**src/rtl/bcd_count_mod.sv**
```systemverilog
// Up/down BCD counter modulo MODULUS with synchronous clear and validated load.
// Emits combinational carry/borrow strobes so instances cascade on one clock.
module bcd_count_mod #(
  parameter int DIGITS  = 2,
  parameter int MODULUS = 60
) (
  input  logic                  clk,
  input  logic                  reset,
  input  logic                  clr,
  input  logic                  load,
  input  logic [4*DIGITS-1:0]   load_val,
  input  logic                  en,
  input  logic                  up,
  output logic [4*DIGITS-1:0]   bcd_out,
  output logic                  count_carry,
  output logic                  count_borrow,
  output logic                  load_err
);
  localparam int W = 4*DIGITS;

  function automatic logic [W-1:0] to_bcd(input int v);
    logic [W-1:0] r;
    int t;
    r = '0;
    t = v;
    for (int i = 0; i < DIGITS; i++) begin
      r[4*i +: 4] = 4'(t % 10);
      t = t / 10;
    end
    return r;
  endfunction

  localparam logic [W-1:0] MAX_BCD = to_bcd(MODULUS - 1);

  logic [W-1:0]      bcd_q, bcd_d;
  logic              load_err_q, load_err_d;
  logic [W-1:0]      inc_val, dec_val;
  logic [DIGITS-1:0] inc_c, dec_b, nib_ok;
  logic              at_max, at_zero, load_ok;

  // inc_c/dec_b[g]: every digit below g is 9 (resp. 0), so digit g steps
  generate
    for (genvar g = 0; g < DIGITS; g++) begin : g_dig
      logic [3:0] d;
      assign d = bcd_q[4*g +: 4];
      if (g == 0) begin : g_lsd
        assign inc_c[g] = 1'b1;
        assign dec_b[g] = 1'b1;
      end else begin : g_hsd
        assign inc_c[g] = inc_c[g-1] & (bcd_q[4*(g-1) +: 4] == 4'd9);
        assign dec_b[g] = dec_b[g-1] & (bcd_q[4*(g-1) +: 4] == 4'd0);
      end
      assign inc_val[4*g +: 4] = !inc_c[g] ? d : (d == 4'd9) ? 4'd0 : d + 4'd1;
      assign dec_val[4*g +: 4] = !dec_b[g] ? d : (d == 4'd0) ? 4'd9 : d - 4'd1;
      assign nib_ok[g] = (load_val[4*g +: 4] <= 4'd9);
    end
  endgenerate

  assign at_max  = (bcd_q == MAX_BCD);
  assign at_zero = (bcd_q == '0);
  // With all nibbles legal, packed-BCD ordering equals decimal ordering
  assign load_ok = (&nib_ok) && (load_val <= MAX_BCD);

  always_comb begin
    bcd_d      = bcd_q;
    load_err_d = 1'b0;
    if (clr) begin
      bcd_d = '0;
    end else if (load) begin
      if (load_ok) bcd_d = load_val;
      else         load_err_d = 1'b1;
    end else if (en) begin
      if (up) bcd_d = at_max  ? '0      : inc_val;
      else    bcd_d = at_zero ? MAX_BCD : dec_val;
    end
  end

  always_ff @(posedge clk or negedge reset) begin
    if (!reset) begin
      bcd_q      <= '0;
      load_err_q <= 1'b0;
    end else begin
      bcd_q      <= bcd_d;
      load_err_q <= load_err_d;
    end
  end

  assign bcd_out      = bcd_q;
  assign load_err     = load_err_q;
  assign count_carry  = reset & en &  up & ~clr & ~load & at_max;
  assign count_borrow = reset & en & ~up & ~clr & ~load & at_zero;
endmodule

```
**config.mk**
```make
export PLATFORM = sky130hd
export DESIGN_NAME = bcd_count_mod
export DESIGN_NICKNAME = d
export VERILOG_FILES = /design/src/rtl/bcd_count_mod.sv
export SDC_FILE = /design/constraint.sdc
export NUM_CORES = 1
export LEC_CHECK = 0
export BUFFER_PORTS_ARGS = -buffer_cell sky130_fd_sc_hd__buf_2
export CAP_MARGIN = 20
export CORE_AREA = 8 8 56 58
export DETAILED_ROUTE_END_ITERATION = 12
export DIE_AREA = 0 0 64 66
export PLACE_DENSITY_LB_ADDON = 0.1
export SYNTH_ARGS = -nofsm -noshare
export SYNTH_HDL_FRONTEND = slang
export SYNTH_SLANG_ARGS = --single-unit
```
**constraint.sdc**
```tcl
create_clock -name clk -period 2 [get_ports clk]
set_input_delay 0 -clock clk [delete_from_list [all_inputs] [get_ports clk]]
set_output_delay 0 -clock clk [all_outputs]
set_load 0.03 [all_outputs]
```
==> reports/results.ini <==
[sta]
maxSlewViolCount = 0
maxSlewHeadroom_pct = 67.08
max_freq_mhz = 523.1
fin_skew_ps = 4.622
tightest_slew_ps = 493.8
period_share_pct = 95.59
rsz0062_at_grt = no
finalCriticalPeriod_ps = 1912
setup_tns_ps = 0
setup_violations = 0
finalHoldViolations = 0

[final_layout]
final_cell_mix = 24 x buf_2, 8 x nand2_1, 8 x nor2b_1, 8 x dfrtp_1, 7 x nor2_1
n_fill_cell = 229
antennaDiodeCount = 0
seq_area_um2 = 226.5
multiInputGateArea_um2 = 596.8
final_common_cell = buf_2
drive_gt1_share_pct = 32.81
fin_nets = 147
final_cells = 158
syn2layout_area_growth_pct = 21.63

[power]
pwr-share-seq_pct = 34.1
combPwrFrac_pct = 46.1
p_sw_share_pct = 44.30
p_leak_nw = 0.4893
powerDensity_nw_per_um2 = 733.6
peakVddDrop_mv = 0.3107
power_mw = 0.7793
switching_power_mw = 0.3453
clock_power_share_pct = 19.8
p_int_mw = 0.4341

[critical_path]
worstSetupEndpoint = bcd_out[5]
crit_type = flop to flop
reg2reg_depth = 6
slowest_delay_ps = 470
cp-startpoint = bcd_out[0]
r2r_start = bcd_out[0]
r2r_end = bcd_out[5]
path_buf_inv = 1
critPathMaxFanout = 9
reg2reg_slack_ps = 90
endpoint_kind = flop
setup.worst_path.start_class = flop
critPathTopFamily = compound AO/OA/AOI/OAI gates
path_cells = inv_1 > ha_1 > nand2_1 > a221o_2 > a221o_1 > a2bb2oi_1
required_ps = 2150
path_depth = 6
arrival_ps = 2060
cp_slowest_cell = dfrtp_2

[cts]
cts_tree = built
clkTransAtPathRegs_ps = 70
cts_root_buffer = clkbuf_4
cts_buffers = 3
clkSinkCount = 9
clk_latency_ps = 270
cts_max_level = 1
clockBufferDepth = 2

[die]
dieHeight_um = 66
initial_core_util_pct = 37.65
ios = 25
dieWidth_um = 64
row_count = 18
fp.dieArea_um2 = 4224
design.core.area_um2 = 2320

[logic_synthesis]
syn-num-nets = 119
synth-seq-area-share_pct = 25.79
synth-edff-count = 0
yosys_warnings = 0
synth-async-reset-ratio_pct = 100.0
yosysUniqueCellTypes = 43
synth_flop_cell = dfrtp_1
avgSynthCellArea_um2 = 8.647
syn_inst = 101
netlist_area_um2 = 873.3
synth-seq-cells = 9

[drt]
route.antenna.remaining_nets = 0
first_pass_iters = 4
wirelength_mm = 2.566
viasPerCell = 5.911
drc_errors = 0
vias = 934
drt_iter0_markers = 44
wl_per_cell_um = 16.24

[placed_design]
dp.cells = 153
gp_congestion = 0.8335
dpl.hpwl_mm = 1.970
port_buffers = 24

[global_routing]
antenna_found_initial = 0
grt_max_degree = 13
grt_util_all_layers_pct = 12.75
grt-ovfl-total = 0
grt_pass1_vias = 895
grt_pass1_wl_mm = 4.291

[min_path]
hold_class = primary input to flop
hp-start = load_val[4]

[flow_run]
maxCapViolCount = 0

[outcome]
run_status = finished clean

timing repair:
action,in CTS,in global routing
endpoints found under the hold margin,9,0
gates resized for setup,0,0
setup buffers,0,0
hold buffers,1,0
worst min path at each step:
stage	end	slack, ps	cells past startpoint
CTS	bcd_out[4]	40	3
global placement	bcd_out[2]	-110	1
global route	bcd_out[2]	50	3
finish	bcd_out[4]	40	3
floorplan	bcd_out[0]	-300	0
detailed placement	bcd_out[2]	-110	1
state kept, by name, indices dropped and copies added, names as in the netlist:
signal    flops
load_err      1
bcd_out       8
cell usage after synthesis, types with 3 or more instances:
master / number / area, um^2
nor2_1: 7 / 26.28
o21ai_0: 5 / 25.02
nand2_1: 8 / 30.03
nand3_1: 4 / 20.02
a311oi_1: 3 / 26.28
ha_1: 4 / 50.05
nor3_1: 6 / 30.03
inv_1: 4 / 15.01
a221o_1: 3 / 30.03
dfrtp_1: 9 / 225.2
nor2b_1: 8 / 50.05
o41ai_1: 4 / 35.03
cell families (layout without fill, tap and decap cells):
group	after synthesis	after routing	synth area share [%]
compound gates	32	32	30.95
xor+xnor	2	2	2.006
fa+ha+maj	4	4	5.731
buf+inv	10	37	5.874
flops	9	9	25.79
mux	2	2	2.435
simple gates	42	42	27.22
per-layer routing:
layer / up-vias / share of wire [%] / global-route usage [%] / wire (um)
li1: 438 / - / - / -
met1: 445 / 45 / 16.06 / 1164
met2: 47 / 45 / 19.70 / 1158
met3: 4 / 7.6 / 2.881 / 195
met4: 0 / 1.9 / 6.964 / 48
met5: - / 0 / 0 / 0
through the flow:
step / hold slack (ps) / utilization [%] / setup slack, ps / instance area, um^2
finish: 38.84 / 45.79 / 88.17 / 1062
global route: 48.64 / 45.79 / 3.107 / 1062
CTS: 37.37 / 45.79 / 114.1 / 1062
detailed placement: -112.9 / 44.23 / 140.6 / 1026
global placement: -112.6 / 44.23 / 130.8 / 1026
floorplan: -295.6 / - / 0.6746 / 874.6
worst reg2reg max path, stage by stage, from the launching register on:
cell and delay (ps):
dfrtp_2 470, inv_1 120, ha_1 220, nand2_1 120, a221o_2 450, a221o_1 280, a2bb2oi_1 130
final cells by class:
cell class / instances / share of cell area [%]
Multi-Input combinational cell: 82 / 56.18
Sequential cell: 9 / 21.32
Timing Repair Buffer: 29 / 15.08
Tap cell: 30 / 3.534
Clock buffer: 4 / 2.473
Inverter: 4 / 1.413
power groups by stage:
| stage | Clock (mW) | Combinational, mW | Sequential [mW] |
|---|---|---|---|
| 6_report | 0.154 | 0.360 | 0.265 |
| 5_1_grt | 0.161 | 0.393 | 0.272 |
| 3_3_place_gp | 0 | 0.354 | 0.267 |
| 2_1_floorplan | 0 | 0.214 | 0.299 |
| 4_1_cts | 0.154 | 0.360 | 0.264 |
| 3_5_place_dp | 0 | 0.357 | 0.267 |
No activity file was read; power rests on OpenSTA's default activity.
